**src/rtl/isr_arbiter.sv**
```systemverilog
`default_nettype none
// ============================================================================
// Module   : isr_arbiter
// Brief    : Round-robin arbiter sharing one multi-cycle integer square root
//            unit among NUM_REQ requesters, with a hung-operation watchdog.
// Revision : 1.0
// ============================================================================
module isr_arbiter #(
    parameter int NUM_REQ        = 4,
    parameter int ID_W           = 2,
    parameter int TIMEOUT_CYCLES = 127
) (
    input  logic                  clock,
    input  logic                  reset,
    input  logic [NUM_REQ-1:0]    req_valid,
    input  logic [64*NUM_REQ-1:0] req_value,
    output logic [NUM_REQ-1:0]    req_ready,
    output logic                  resp_valid,
    input  logic                  resp_ready,
    output logic [ID_W-1:0]       resp_id,
    output logic [31:0]           resp_result,
    output logic                  resp_error,
    output logic                  isr_reset,
    output logic [63:0]           isr_value,
    input  logic [31:0]           isr_result,
    input  logic                  isr_done,
    output logic                  busy
);

    typedef enum logic [1:0] {
        ST_IDLE = 2'd0,
        ST_LOAD = 2'd1,
        ST_WAIT = 2'd2,
        ST_RESP = 2'd3
    } state_t;

    state_t              r_state;
    logic [ID_W-1:0]     r_rr_ptr;
    logic [ID_W-1:0]     r_id;
    logic [7:0]          r_wdog;
    logic [63:0]         r_isr_value;
    logic [31:0]         r_result;
    logic                r_error;
    logic                r_resp_valid;

    logic                w_found;
    logic [ID_W-1:0]     w_winner;
    int                  w_idx;
    logic [NUM_REQ-1:0]  w_grant;
    logic                w_transfer;
    logic [63:0]         w_sel_value;
    logic [ID_W-1:0]     w_next_ptr;
    logic                w_timeout;

    // Priority search starts at the round-robin pointer and wraps at NUM_REQ,
    // not at 2^ID_W, so non-power-of-two requester counts stay fair.
    always_comb begin
        w_found  = 1'b0;
        w_winner = '0;
        w_idx    = 0;
        for (int k = 0; k < NUM_REQ; k++) begin
            w_idx = int'(r_rr_ptr) + k;
            if (w_idx >= NUM_REQ) begin
                w_idx = w_idx - NUM_REQ;
            end
            if (!w_found && req_valid[w_idx]) begin
                w_found  = 1'b1;
                w_winner = ID_W'(w_idx);
            end
        end
    end

    assign w_transfer = (r_state == ST_IDLE) && w_found;

    always_comb begin
        w_grant = '0;
        if (w_transfer) begin
            w_grant[w_winner] = 1'b1;
        end
    end

    assign w_sel_value = req_value[int'(w_winner)*64 +: 64];
    assign w_next_ptr  = (w_winner == ID_W'(NUM_REQ - 1)) ? '0 : w_winner + 1'b1;
    assign w_timeout   = (r_wdog == 8'(TIMEOUT_CYCLES - 1));

    always_ff @(posedge clock) begin
        if (reset) begin
            r_state      <= ST_IDLE;
            r_rr_ptr     <= '0;
            r_id         <= '0;
            r_wdog       <= '0;
            r_isr_value  <= '0;
            r_result     <= '0;
            r_error      <= 1'b0;
            r_resp_valid <= 1'b0;
        end else begin
            case (r_state)
                ST_IDLE: begin
                    if (w_transfer) begin
                        r_isr_value <= w_sel_value;
                        r_id        <= w_winner;
                        r_rr_ptr    <= w_next_ptr;
                        r_state     <= ST_LOAD;
                    end
                end
                ST_LOAD: begin
                    // A stale done from the previous operation is ignored here.
                    r_wdog  <= '0;
                    r_state <= ST_WAIT;
                end
                ST_WAIT: begin
                    r_wdog <= r_wdog + 8'd1;
                    if (isr_done) begin
                        r_result     <= isr_result;
                        r_error      <= 1'b0;
                        r_resp_valid <= 1'b1;
                        r_state      <= ST_RESP;
                    end else if (w_timeout) begin
                        r_result     <= '0;
                        r_error      <= 1'b1;
                        r_resp_valid <= 1'b1;
                        r_state      <= ST_RESP;
                    end
                end
                ST_RESP: begin
                    if (resp_ready) begin
                        r_resp_valid <= 1'b0;
                        r_state      <= ST_IDLE;
                    end
                end
                default: begin
                    r_state <= ST_IDLE;
                end
            endcase
        end
    end

    assign req_ready   = w_grant;
    assign resp_valid  = r_resp_valid;
    assign resp_id     = r_id;
    assign resp_result = r_result;
    assign resp_error  = r_error;
    assign isr_value   = r_isr_value;
    // The unit is reset together with the arbiter as well as at each start.
    assign isr_reset   = reset | (r_state == ST_LOAD);
    assign busy        = (r_state != ST_IDLE);

endmodule
`default_nettype wire

```
**config.mk**
```make
export PLATFORM = sky130hd
export DESIGN_NAME = isr_arbiter
export DESIGN_NICKNAME = d
export VERILOG_FILES = /design/src/rtl/isr_arbiter.sv
export SDC_FILE = /design/constraint.sdc
export NUM_CORES = 1
export LEC_CHECK = 0
export ABC_AREA = 1
export CORE_ASPECT_RATIO = 2
export CORE_MARGIN = 4
export CORE_UTILIZATION = 31
export DETAILED_ROUTE_END_ITERATION = 7
export PLACE_DENSITY = 0.7
export SYNTH_ARGS = -nofsm -noshare
export SYNTH_HDL_FRONTEND = slang
export SYNTH_SLANG_ARGS = --single-unit
```
**constraint.sdc**
```tcl
create_clock -name clock -period 1.77 [get_ports clock]
set_input_delay 0.2655 -clock clock [delete_from_list [all_inputs] [get_ports clock]]
set_output_delay 0.2655 -clock clock [all_outputs]
set_load 0.05 [all_outputs]
```
==> results.ini <==
[run_status]
outcome=complete, but fails checks
violations=negative setup slack

[clock_tree]
clockRootBuffer=clkbuf_16
cts_buffers=9
insertion_delay_ns=0.37
clk_pin_slew_ns=0.08
cts.sinks=112
h-tree-depth=3
cts_tree=done
clockBufferDepth=2
cts_hold_buf=0

[critical_path]
worst-endpoint-arrival_ns=2.15
path_cells=clkdlybuf4s50_1 -> inv_1 -> nand2_1 -> nand3_4 -> nand2_4 -> nor2_4 -> buf_4 -> buf_4 -> nand3b_1 -> nand2_4 -> buf_6 -> nor2_4 -> buf_12
reg2reg_to=isr_value[15]
cp_top_family=buffers and inverters
r2r_start=r_rr_ptr[0]
rrSetupSlack_ns=-0.54
cp-end-kind=primary output
crit_slowest_cell=clkdlybuf4s50_1
worst-path-stages=13
cp.required_ns=1.50
path_max_fanout=6
crit_type=in2out
cp-startpoint=req_valid[2]
cp_num_buf_inv=6
start_kind=input port
rr_worst_depth=18
endpoint=req_ready[3]
cpPeakStageDelay_ns=0.52

[timing]
grt_setup_unrepaired=true
finalSetupViolations=74
fmax_ghz=0.413
tns_ns=-36.91
hold_viol_final=0
fin_crit_sh_pct=137
drv_slew=0
worst_slew_pin_slew_ns=0.522
slew_headroom_pct=65.2
worst_slack_ns=-0.650
clock_skew_ns=0.00785
min_period_ns=2.42

[logic_synthesis]
syn_nets=1723
synth_area_mm2=0.00797
synth-seq-cells=112
synth_warnings=0
syn_inst=1418
ys_types=28
syn_area_per_cell_um2=5.62
yosysSeqAreaShare_pct=28.1

[die]
dieArea_mm2=0.0285
io_pins=402
design.core.area_mm2=0.0252
initial_core_util_pct=31.6
die_w_um=121
placementRows=82
die_h_um=235

[global_route]
antenna_found_initial=1
grt.total_usage_pct=21.8
grt_max_degree=48
grt-ovfl-total=0
grt_pass1_vias=9915
grt_pass1_wl_um=49700

[place]
placed_area_mm2=0.0128
portBuffers=401
dp_slack_ns=-0.652
place_hpwl_um=25500
place_congestion=0.903
dp.cells=2148

[finish]
postLayoutCoreUtil_pct=54.7
area_delta_synth_final_pct=73.1
register_area_mm2=0.00225
finalInstanceArea_mm2=0.0138
num-nets-final=2155
fillers=2515
post_route_cells_drive_above_1_share_pct=16.1
final_cell_count_no_fill=2192
multiInputGateArea_mm2=0.00423

[routing]
ant_nets=0
vias_per_cell=4.64
drtPass1Iterations=5
vias=10165
wl_um=32900
route.detailed.drc=0
wl_per_cell_um=15.0
drt_iter0_markers=448

[flow_run]
drv_cap=0

[hold_path]
hold_class=in2reg
hold_path_startpoint=reset

[pwr]
p_leak_nw=7.42
ir_drop_uv=1620
powerDensity_mw_per_mm2=2230

cells in the final DEF, fill, tap and decap left out, types with 4 or more instances in the layout:
cell type / count
inv_1: 342
nand3_1: 324
clkdlybuf4s50_1: 294
nand2_1: 289
buf_4: 130
nor2_1: 109
dfxtp_1: 108
a21oi_1: 42
nor2_2: 36
buf_12: 32
dlygate4sd2_1: 27
buf_6: 16
clkbuf_16: 14
nand2_4: 10
nand2_2: 10
ha_1: 7
inv_2: 6
nor2_4: 5
o21ai_2: 4
nor3_1: 4
synth_stat cells:
master | count | area share (%)
nor3b_1 | 1 | 0.094
nor3_1 | 6 | 0.38
nor2_1 | 149 | 7.0
buf_6 | 10 | 1.4
nand3_1 | 327 | 21
nand4_1 | 1 | 0.079
a31oi_1 | 2 | 0.16
a41oi_1 | 1 | 0.11
buf_2 | 34 | 2.1
xor2_1 | 1 | 0.11
nand3b_1 | 1 | 0.094
nor2_4 | 1 | 0.14
nand2_2 | 5 | 0.39
buf_1 | 1 | 0.047
o21ai_2 | 1 | 0.11
a21boi_0 | 1 | 0.094
clkbuf_1 | 22 | 1.0
nand3_2 | 1 | 0.13
buf_4 | 22 | 2.1
or2_2 | 3 | 0.24
a21oi_1 | 43 | 2.7
dfxtp_1 | 112 | 28
inv_1 | 349 | 16
inv_2 | 3 | 0.14
ha_1 | 9 | 1.4
o21ai_1 | 2 | 0.13
o21ai_0 | 5 | 0.31
nand2_1 | 305 | 14
through the flow:
step | hold slack, ns | total power [mW]
detailed placement | 0.451 | 25.6
CTS | 0.188 | 29.4
global placement | 0.446 | 25.4
finish | 0.213 | 30.8
global route | 0.205 | 33.3
floorplan | 0.414 | 18.0
registers in the layout, summed over array words and instances (netlist names):
name         flops
isr_value       64
r_wdog           8
r_rr_ptr         2
resp_error       1
resp_valid       1
r_state          2
resp_result     32
resp_id          2
how the worst min path moves through the flow:
stage | end | slack, ns | depth (start not counted)
2_1_floorplan | resp_result[10] | 0.41 | 2
3_3_place_gp | resp_result[2] | 0.45 | 2
3_5_place_dp | resp_result[25] | 0.45 | 2
4_1_cts | resp_result[1] | 0.19 | 2
5_1_grt | resp_result[24] | 0.21 | 2
6_report | resp_result[28] | 0.21 | 2
per-layer routing:
| metal | up-vias | GRT usage (%) | share of wire, % |
|---|---|---|---|
| li1 | 5111 | - | - |
| met1 | 4545 | 20.8 | 33 |
| met4 | 0 | 11.8 | 5.0 |
| met3 | 92 | 4.67 | 7.1 |
| met5 | - | 0 | 0 |
| met2 | 417 | 41.9 | 55 |
repair_timing:
item / CTS / global route
resized for setup: 63 / 76
pin swaps: 14 / 20
endpoints found under the setup margin: 103 / 84
cloned: 2 / 5
setup buffers: 15 / 5
worst reg2reg max path, delay by kind of cell, from the launching register on:
| family | cells | cell delay, ns |
|---|---|---|
| buffers and inverters | 8 | 0.85 |
| DFF | 1 | 0.40 |
| and+or+nand+nor | 10 | 0.98 |
cells by family (layout without fill, tap and decap cells):
logic type / count (synthesis) / count (layout) / share of synthesized area, %
AOI/OAI and AO/OA: 55 / 55 / 3.61
xor gates and xnor gates: 1 / 1 / 0.110
adders and majority gates: 9 / 9 / 1.41
buffers and inverters: 441 / 878 / 23.3
DFF: 112 / 112 / 28.1
other: 0 / 1 / 0
and+or+nand+nor: 800 / 800 / 43.5
report_power, final:
part	internal (mW)	switching [mW]	leakage, nW	total, mW
sequential	3.31	0.500	0.924	3.81
clock	1.27	1.03	0.162	2.29
combinational	10.6	14.1	6.34	24.7
total	15.1	15.6	7.42	30.8
final cells by class:
type                       count  share of cell area [%]
timing repair buffer         510                    37.8
multi-input combinational    865                    30.6
sequential                   112                    16.3
inverter                     352                    9.74
tap                          336                    3.05
clock buffer                  10                    1.66
clock inverter                 6                   0.735
antenna                        1                  0.0181
Power figures use the tool's default switching activity.
